File: src/rtl/ascon_block_packer.sv
// rtl/ascon_block_packer.sv - packs a 32-bit AD/message word stream into padded 128-bit Ascon rate blocks
//
// Ports:
//   clk, rst_n    clock and asynchronous active-low reset
//   in_valid      input word valid
//   in_ready      packer accepts a word this cycle (decoded from FSM state only)
//   in_data       input bytes, byte j at [8j+7:8j], byte 0 earliest
//   in_bytes      valid bytes in the word (0..4, low-aligned)
//   in_last       word closes the segment
//   in_type       0 = associated data, 1 = message; sampled on the segment's first word
//   blk_valid     output block valid
//   blk_ready     consumer accepts the block
//   blk_data      packed block; lane 0 = [127:64], lane 1 = [63:0], little-endian lanes
//   blk_bytes     real (unpadded) bytes in the block, 0..16
//   blk_first     first block of the segment
//   blk_last      last block of the segment (carries the 0x01 pad byte)
//   blk_type      segment type latched from in_type
//   err           sticky protocol-violation flag

module ascon_block_packer (
    input  logic         clk,
    input  logic         rst_n,
    input  logic         in_valid,
    output logic         in_ready,
    input  logic [31:0]  in_data,
    input  logic [2:0]   in_bytes,
    input  logic         in_last,
    input  logic         in_type,
    output logic         blk_valid,
    input  logic         blk_ready,
    output logic [127:0] blk_data,
    output logic [4:0]   blk_bytes,
    output logic         blk_first,
    output logic         blk_last,
    output logic         blk_type,
    output logic         err
);

    typedef enum logic [1:0] {
        FILL = 2'd0,
        EMIT = 2'd1,
        PAD  = 2'd2
    } state_t;

    // Padding-only block: 0x01 in block byte 0 (lane 0, bits [71:64]).
    localparam logic [127:0] PAD_BLOCK = {56'd0, 8'h01, 64'd0};

    state_t         state_q;
    state_t         state_d;

    logic [127:0]   buf_q;
    logic [4:0]     n_q;
    logic           pad_pending_q;
    logic           seg_first_q;     // next emitted block opens a segment
    logic           word_first_q;    // next accepted word opens a segment
    logic [4:0]     bytes_q;
    logic           first_q;
    logic           last_q;
    logic           type_q;
    logic           err_q;

    logic           accept;
    logic           blk_xfer;
    logic [2:0]     eff_bytes;
    logic [4:0]     sum;
    logic [4:0]     n_final;
    logic           block_done;
    logic           violation;
    logic [127:0]   wr_buf;
    logic [4:0]     pos;

    // Bit offset of block byte k: lane 0 sits in the upper half, so the lane
    // bit is inverted; within a lane bytes are little-endian.
    function automatic logic [6:0] bit_off(input logic [3:0] k);
        return {~k[3], k[2:0], 3'b000};
    endfunction

    assign accept    = in_valid && (state_q == FILL);
    assign blk_xfer  = blk_ready && (state_q != FILL);

    // Oversized words are clamped to four bytes; the error flag records them.
    assign eff_bytes = (in_bytes > 3'd4) ? 3'd4 : in_bytes;
    assign sum       = n_q + {2'b00, eff_bytes};
    // After a violation n can be unaligned; bytes beyond 16 are dropped.
    assign n_final   = (sum > 5'd16) ? 5'd16 : sum;
    assign block_done = (n_final == 5'd16) || in_last;
    assign violation = (in_bytes > 3'd4) || ((in_bytes != 3'd4) && !in_last);

    // Merge the incoming bytes into the buffer and, on a short final block,
    // drop the 0x01 pad byte at the first free position. Bytes above n are
    // already zero because the buffer is cleared between blocks.
    always_comb begin
        wr_buf = buf_q;
        pos    = 5'd0;
        for (int i = 0; i < 4; i++) begin
            pos = n_q + 5'(i);
            if ((3'(i) < eff_bytes) && (pos < 5'd16)) begin
                wr_buf[bit_off(pos[3:0]) +: 8] = in_data[8*i +: 8];
            end
        end
        if (in_last && (n_final < 5'd16)) begin
            wr_buf[bit_off(n_final[3:0]) +: 8] = 8'h01;
        end
    end

    // FSM state register
    always_ff @(posedge clk or negedge rst_n) begin
        if (!rst_n) begin
            state_q <= FILL;
        end else begin
            state_q <= state_d;
        end
    end

    // FSM next-state logic
    always_comb begin
        state_d = state_q;
        case (state_q)
            FILL: if (accept && block_done) state_d = EMIT;
            EMIT: if (blk_ready) state_d = pad_pending_q ? PAD : FILL;
            PAD:  if (blk_ready) state_d = FILL;
            default: state_d = FILL;
        endcase
    end

    // FSM output decode: depends on the state register only.
    always_comb begin
        in_ready  = 1'b0;
        blk_valid = 1'b0;
        case (state_q)
            FILL:    in_ready  = 1'b1;
            EMIT:    blk_valid = 1'b1;
            PAD:     blk_valid = 1'b1;
            default: in_ready  = 1'b0;
        endcase
    end

    // Datapath and block descriptor registers
    always_ff @(posedge clk or negedge rst_n) begin
        if (!rst_n) begin
            buf_q         <= '0;
            n_q           <= '0;
            pad_pending_q <= 1'b0;
            seg_first_q   <= 1'b1;
            word_first_q  <= 1'b1;
            bytes_q       <= '0;
            first_q       <= 1'b0;
            last_q        <= 1'b0;
            type_q        <= 1'b0;
            err_q         <= 1'b0;
        end else begin
            if (accept) begin
                buf_q        <= wr_buf;
                n_q          <= n_final;
                word_first_q <= in_last;
                if (word_first_q) begin
                    type_q <= in_type;
                end
                if (violation) begin
                    err_q <= 1'b1;
                end
                if (block_done) begin
                    bytes_q       <= n_final;
                    first_q       <= seg_first_q;
                    // A last word that exactly fills the block defers the pad
                    // byte to a separate padding-only block.
                    last_q        <= in_last && (n_final < 5'd16);
                    pad_pending_q <= in_last && (n_final == 5'd16);
                end
            end

            if (blk_xfer) begin
                seg_first_q <= last_q;
                if ((state_q == EMIT) && pad_pending_q) begin
                    buf_q   <= PAD_BLOCK;
                    bytes_q <= 5'd0;
                    first_q <= 1'b0;
                    last_q  <= 1'b1;
                end else begin
                    buf_q         <= '0;
                    n_q           <= '0;
                    pad_pending_q <= 1'b0;
                end
            end
        end
    end

    assign blk_data  = buf_q;
    assign blk_bytes = bytes_q;
    assign blk_first = first_q;
    assign blk_last  = last_q;
    assign blk_type  = type_q;
    assign err       = err_q;

endmodule

File: config.mk
export PLATFORM = sky130hd
export DESIGN_NAME = ascon_block_packer
export DESIGN_NICKNAME = d
export VERILOG_FILES = /design/src/rtl/ascon_block_packer.sv
export SDC_FILE = /design/constraint.sdc
export NUM_CORES = 1
export LEC_CHECK = 0
export CAP_MARGIN = 15
export CORE_ASPECT_RATIO = 0.75
export CORE_UTILIZATION = 45
export DETAILED_ROUTE_END_ITERATION = 6
export GPL_ROUTABILITY_DRIVEN = 1
export PLACE_DENSITY = 0.71
export SLEW_MARGIN = 20
export SYNTH_ARGS = -nofsm -noshare
export SYNTH_HDL_FRONTEND = slang
export SYNTH_SLANG_ARGS = --single-unit
File: constraint.sdc
create_clock -name clk -period 8.5 [get_ports clk]
set_input_delay 1.7 -clock clk [delete_from_list [all_inputs] [get_ports clk]]
set_output_delay 1.7 -clock clk [all_outputs]
set_load 0.05 [all_outputs]
### After elaboration in Yosys (flattened, before gate mapping)

Cells that the tools add are included.

* add/sub/neg operators: 9
* bitwise operators: 5
* $lt $le $gt $ge: 11
* mux-type cells: 41
* reductions and logical operators: 21
* shifts and indexed selects: 10
* equal/unequal tests: 7

Operators with widths (count)
* $mux 128: 7
* $bwmux 128: 5
* $shift 8x9->128 const A: 5
* $shiftx 8x9->128: 4
* $shiftx 8x9->128 const A: 1
* $mux 65: 1
* $neg 7->9: 5
* $mux 5: 8
* $lt 5x5->1 const B: 5
* $mux 1: 14
* $logic_and 1x1->1: 11
* $add 5x2->5 const B: 2
* $mux 2: 4
* $lt 1x3->1 const A: 2
* $lt 2x3->1 const A: 2
* $pmux 2 s3: 1
* $add 5x1->5 const B: 1
* $add 5x3->5: 1
* $eq 5x5->1 const B: 1
* $gt 5x5->1 const B: 1
* $not 1->1: 5
* $ne 2x2->1 const B: 2
* $reduce_and 2->1: 2
* $reduce_bool 2->1: 2
* 11 further kinds: 12

* output and inout port bits: 139
* flip-flop bits (word level): 147

### Logic depth before layout (Yosys ltp)

* depth after elaboration: 15
* gate-level depth with buffers: 17

### Worst setup path after synthesis

Ideal clock, no wire load.

* path kind: input port to flip-flop
* start: input port in_bytes[2]
* end: register buf_q[89], in the netlist blk_data[89]
* slack: 3.388 ns
* arrival time: 4.988 ns
* cell stages on the path: 15
* setup time: 0.124 ns
* path through: buf_2 nor2b_1 ha_1 fa_1 a21o_1 a22oi_2 nand2_1 ha_1 clkbuf_1 xnor2_1 nand4_1 o41ai_1 buf_2 nor3_1 a211o_1

* cells in the longest elaborated chain, start to end: 15

RTL lines
* from (decl): line 26 `input logic [2:0] in_bytes,`
* $gt 3x3->1: line 82 `assign eff_bytes = (in_bytes > 3'd4) ? 3'd4 : in_bytes;`
* $mux 3 *: line 82
* parallel branches: the longest is 10 deep, another holds $neg 7->9
* $mux 128 *: line 101 `if (in_last && (n_final < 5'd16)) begin`
* $mux 128 *: line 152 `if (accept) begin`
* $mux 128 *: line 172 `if (blk_xfer) begin`
* to (signal assigned): line 153 `buf_q <= wr_buf;`
* to (decl): line 51 `logic [127:0] buf_q;`

Every way passes the cells marked *. The select of a mux whose other input is x is not followed.
A chain may end at the register's enable or synchronous reset.

### Worst setup path in the final report

* start: input port in_bytes[2]
* end: register buf_q[37], in the netlist blk_data[37]

The elaborated chain is that of the path after synthesis.

==> out/summary.txt <==
status: complete, but fails checks
failing checks: design-rule violations
Post-synth ARST share: 1.00
IO Port Bufs: 179
Die W: 203 um
Slowest-stage cell, CP: nor2b_1
Max transition margin: 0.140
final setup vio count: 0
most common library cells after synthesis: nand2_1, a21oi_1, dfrtp_1, o21ai_0, clkbuf_1
fillcell total: 2782
terminus of the critical flop-to-flop path: blk_data[38]
Pwr Density: 459 nW/um^2
CP bufs+invs: 1
nets@finish: 1910
latest clock arrival within the worst-skew pair: 450 ps
worst ir drop on vdd: 267 uV
period utilisation layout: 0.737
min-delay worst type: reg2reg
antenna violations before repair: 2
Die ar.: 30900 um^2
Routed WL: 65300 um
DR WL/cell: 29.0 um
core area: 29400 um^2
Setup crit end kind: flip-flop
GRT Overall Usage: 0.413
FMAX: 0.160 GHz
Setup TNS Final: 0 ps
CTS H-tree lvls: 4
# resized after CTS: 0
minimum clock period after layout: 6260 ps
R2R Path Start: n_q[2]
unrepaired setup endpoints after global routing: no
Max Cap Viol: 0
Worst Path Max Fanout: 13
share of cells above drive strength 1: 0.0742
Clock Skew: 14.2 ps
drt initial violations: 2752
CTS clock-pin slew for the worst setup and hold paths: 60 ps
Die Span Y: 153 um
EDFF count, synth: 0
CTS sink count: 147
CP peak stage delay: 910 ps
synth unique cells: 97
Boundary Pins: 180
ANT nets after route: 0
vias in the first global route: 14996
cell area after layout: 16100 um^2
Worst Reg-to-Reg Cells: 9
drt first pass iters: 7
Overflow after GRT: 0
CTS tree: done
buffer depth of the longest clock path: 2
synthesis warning total: 0
worst-margin pin slew: 1290 ps
setup ws final: 2240 ps
Worst EP required: 8820 ps
Core Rows: 54
global-route wire length before repair: 96800 um
utilization after layout: 0.548
CTS Root Cell: clkbuf_16
post-DP HPWL: 44400 um
# DRC: 1
P_leak: 0.00634 uW
routed vias/inst: 7.21
Starting Density: 0.463
Yosys top cell area share: 0.267
setup bufs post-CTS: 0
area growth from synthesis to layout: 18.3%
Setup crit start: in_bytes[2]
CTS Buf Count: 17
Synth Net Count: 1844
CP delay by family, top: simple AND/OR/NAND/NOR gates
pin count of the biggest net entering global routing: 94
pre-CTS WS: 2000 ps
Final GP Congestion: 1.02
most numerous cell in the Yosys netlist: nand2_1
CP cell instances: clkdlybuf4s50_1, nor2b_1, ha_1, fa_1, a21o_1, a22oi_2, nand2_1, ha_1, xnor2_1, nand4_1, nor2b_1, a21oi_1, o21ai_0, o21ai_0
Critical Path Stages: 14
dominant synthesized flop cell: dfrtp_1
Mapped Avg Cell Area: 7.64 um^2
register area share after synthesis: 0.271
Setup CP Type: in2reg
Vias: 16244
dpl cell area: 15500 um^2
synth top area cells: dfrtp_1, mux2i_1, nand2_1
CP endpoint: blk_data[37]
final hold viol count: 0
Hold-fix buffers, CTS: 0
R2R Setup Slk: 3200 ps
Yosys top cell by area: dfrtp_1
number of synthesized register bits: 147
crit path launch type: input pin
Mapped Cells: 1780
Syn Std Cell Area: 13600 um^2
CP Data Arrival Time: 6580 ps
final slew viol count: 0
==> placed cells by master (no fill, tap or decap), types with 15 or more instances in the layout <==
cell,count
nand2_1,248
clkdlybuf4s50_1,178
a21oi_1,175
dfrtp_1,145
o21ai_0,134
nor2_1,102
mux2i_1,102
nand3_1,86
and3_1,53
a31oi_1,40
o211ai_1,32
o31ai_1,29
and2_1,27
mux2_2,27
buf_4,27
nor2b_1,23
nand2b_1,23
nand4_1,23
ha_1,22
inv_1,20
nor3_1,20
clkbuf_16,17
a22oi_1,16
a21o_1,15
==> how the worst min path moves through the flow <==
| stage | endpoint | start | slack (ps) | cells past startpoint |
|---|---|---|---|---|
| floorplan | word_first_q | word_first_q | 440 | 2 |
| global placement | err | err | 440 | 1 |
| detailed placement | err | err | 450 | 1 |
| CTS | word_first_q | word_first_q | 470 | 2 |
| global route | word_first_q | word_first_q | 480 | 2 |
| finish | word_first_q | word_first_q | 460 | 2 |
==> logic make-up (layout without fill, tap and decap cells) <==
logic type,after synthesis,after routing,share of synthesized area
AO/OA/AOI/OAI,625,625,0.305
XOR/XNOR,17,17,0.0134
adder cells (fa/ha/maj),23,23,0.0217
buffers and inverters,182,261,0.0539
flip-flops,147,147,0.271
multiplexers,131,131,0.0993
other,0,1,0
AND/OR/NAND/NOR,655,655,0.236
==> worst min-delay path, stage by stage (launching register included) <==
cell and delay [ps]:
dfstp_2 370, nand2_1 50, nand2_1 50
==> final cells by class <==
| class | instances | area (um^2) | share of cell area |
|---|---|---|---|
| Antenna cell | 1 | 2.50 | 0.000155 |
| Inverter | 23 | 86.3 | 0.00536 |
| Sequential cell | 147 | 3680 | 0.229 |
| Timing Repair Buffer | 206 | 2000 | 0.124 |
| Clock inverter | 11 | 125 | 0.00777 |
| Multi-Input combinational cell | 1451 | 9230 | 0.574 |
| Clock buffer | 21 | 480 | 0.0299 |
| Tap cell | 392 | 490 | 0.0305 |
==> per-layer routing <==
metal / part of all wire / up-vias / track usage
met5: 0 / - / 0
met2: 0.39 / 1439 / 0.566
li1: - / 6784 / -
met1: 0.39 / 7709 / 0.565
met4: 0.064 / 0 / 0.230
met3: 0.15 / 312 / 0.138
==> power breakdown <==
group,internal (uW),switching (uW),leakage (uW)
Sequential,956,306,0.00196
Combinational,1600,3710,0.00408
Clock,465,347,0.000295
Total,3020,4360,0.00634
==> registers in the layout, summed over array words and instances, names as in the netlist <==
signal and cells:
pad_pending_q 1, blk_bytes 5, blk_type 1, seg_first_q 1, word_first_q 1, blk_first 1
blk_data 128, state_q 2, err 1, blk_last 1, n_q 5
==> metrics by stage <==
stage               hold slack [ps]  total power, uW  std cells
floorplan                       439             4660       1780
detailed placement              448             6360       2219
global route                    478             7640       2252
finish                          464             7390       2252
global placement                442             6310       2219
CTS                             467             7180       2251
Power figures use the tool's default switching activity.
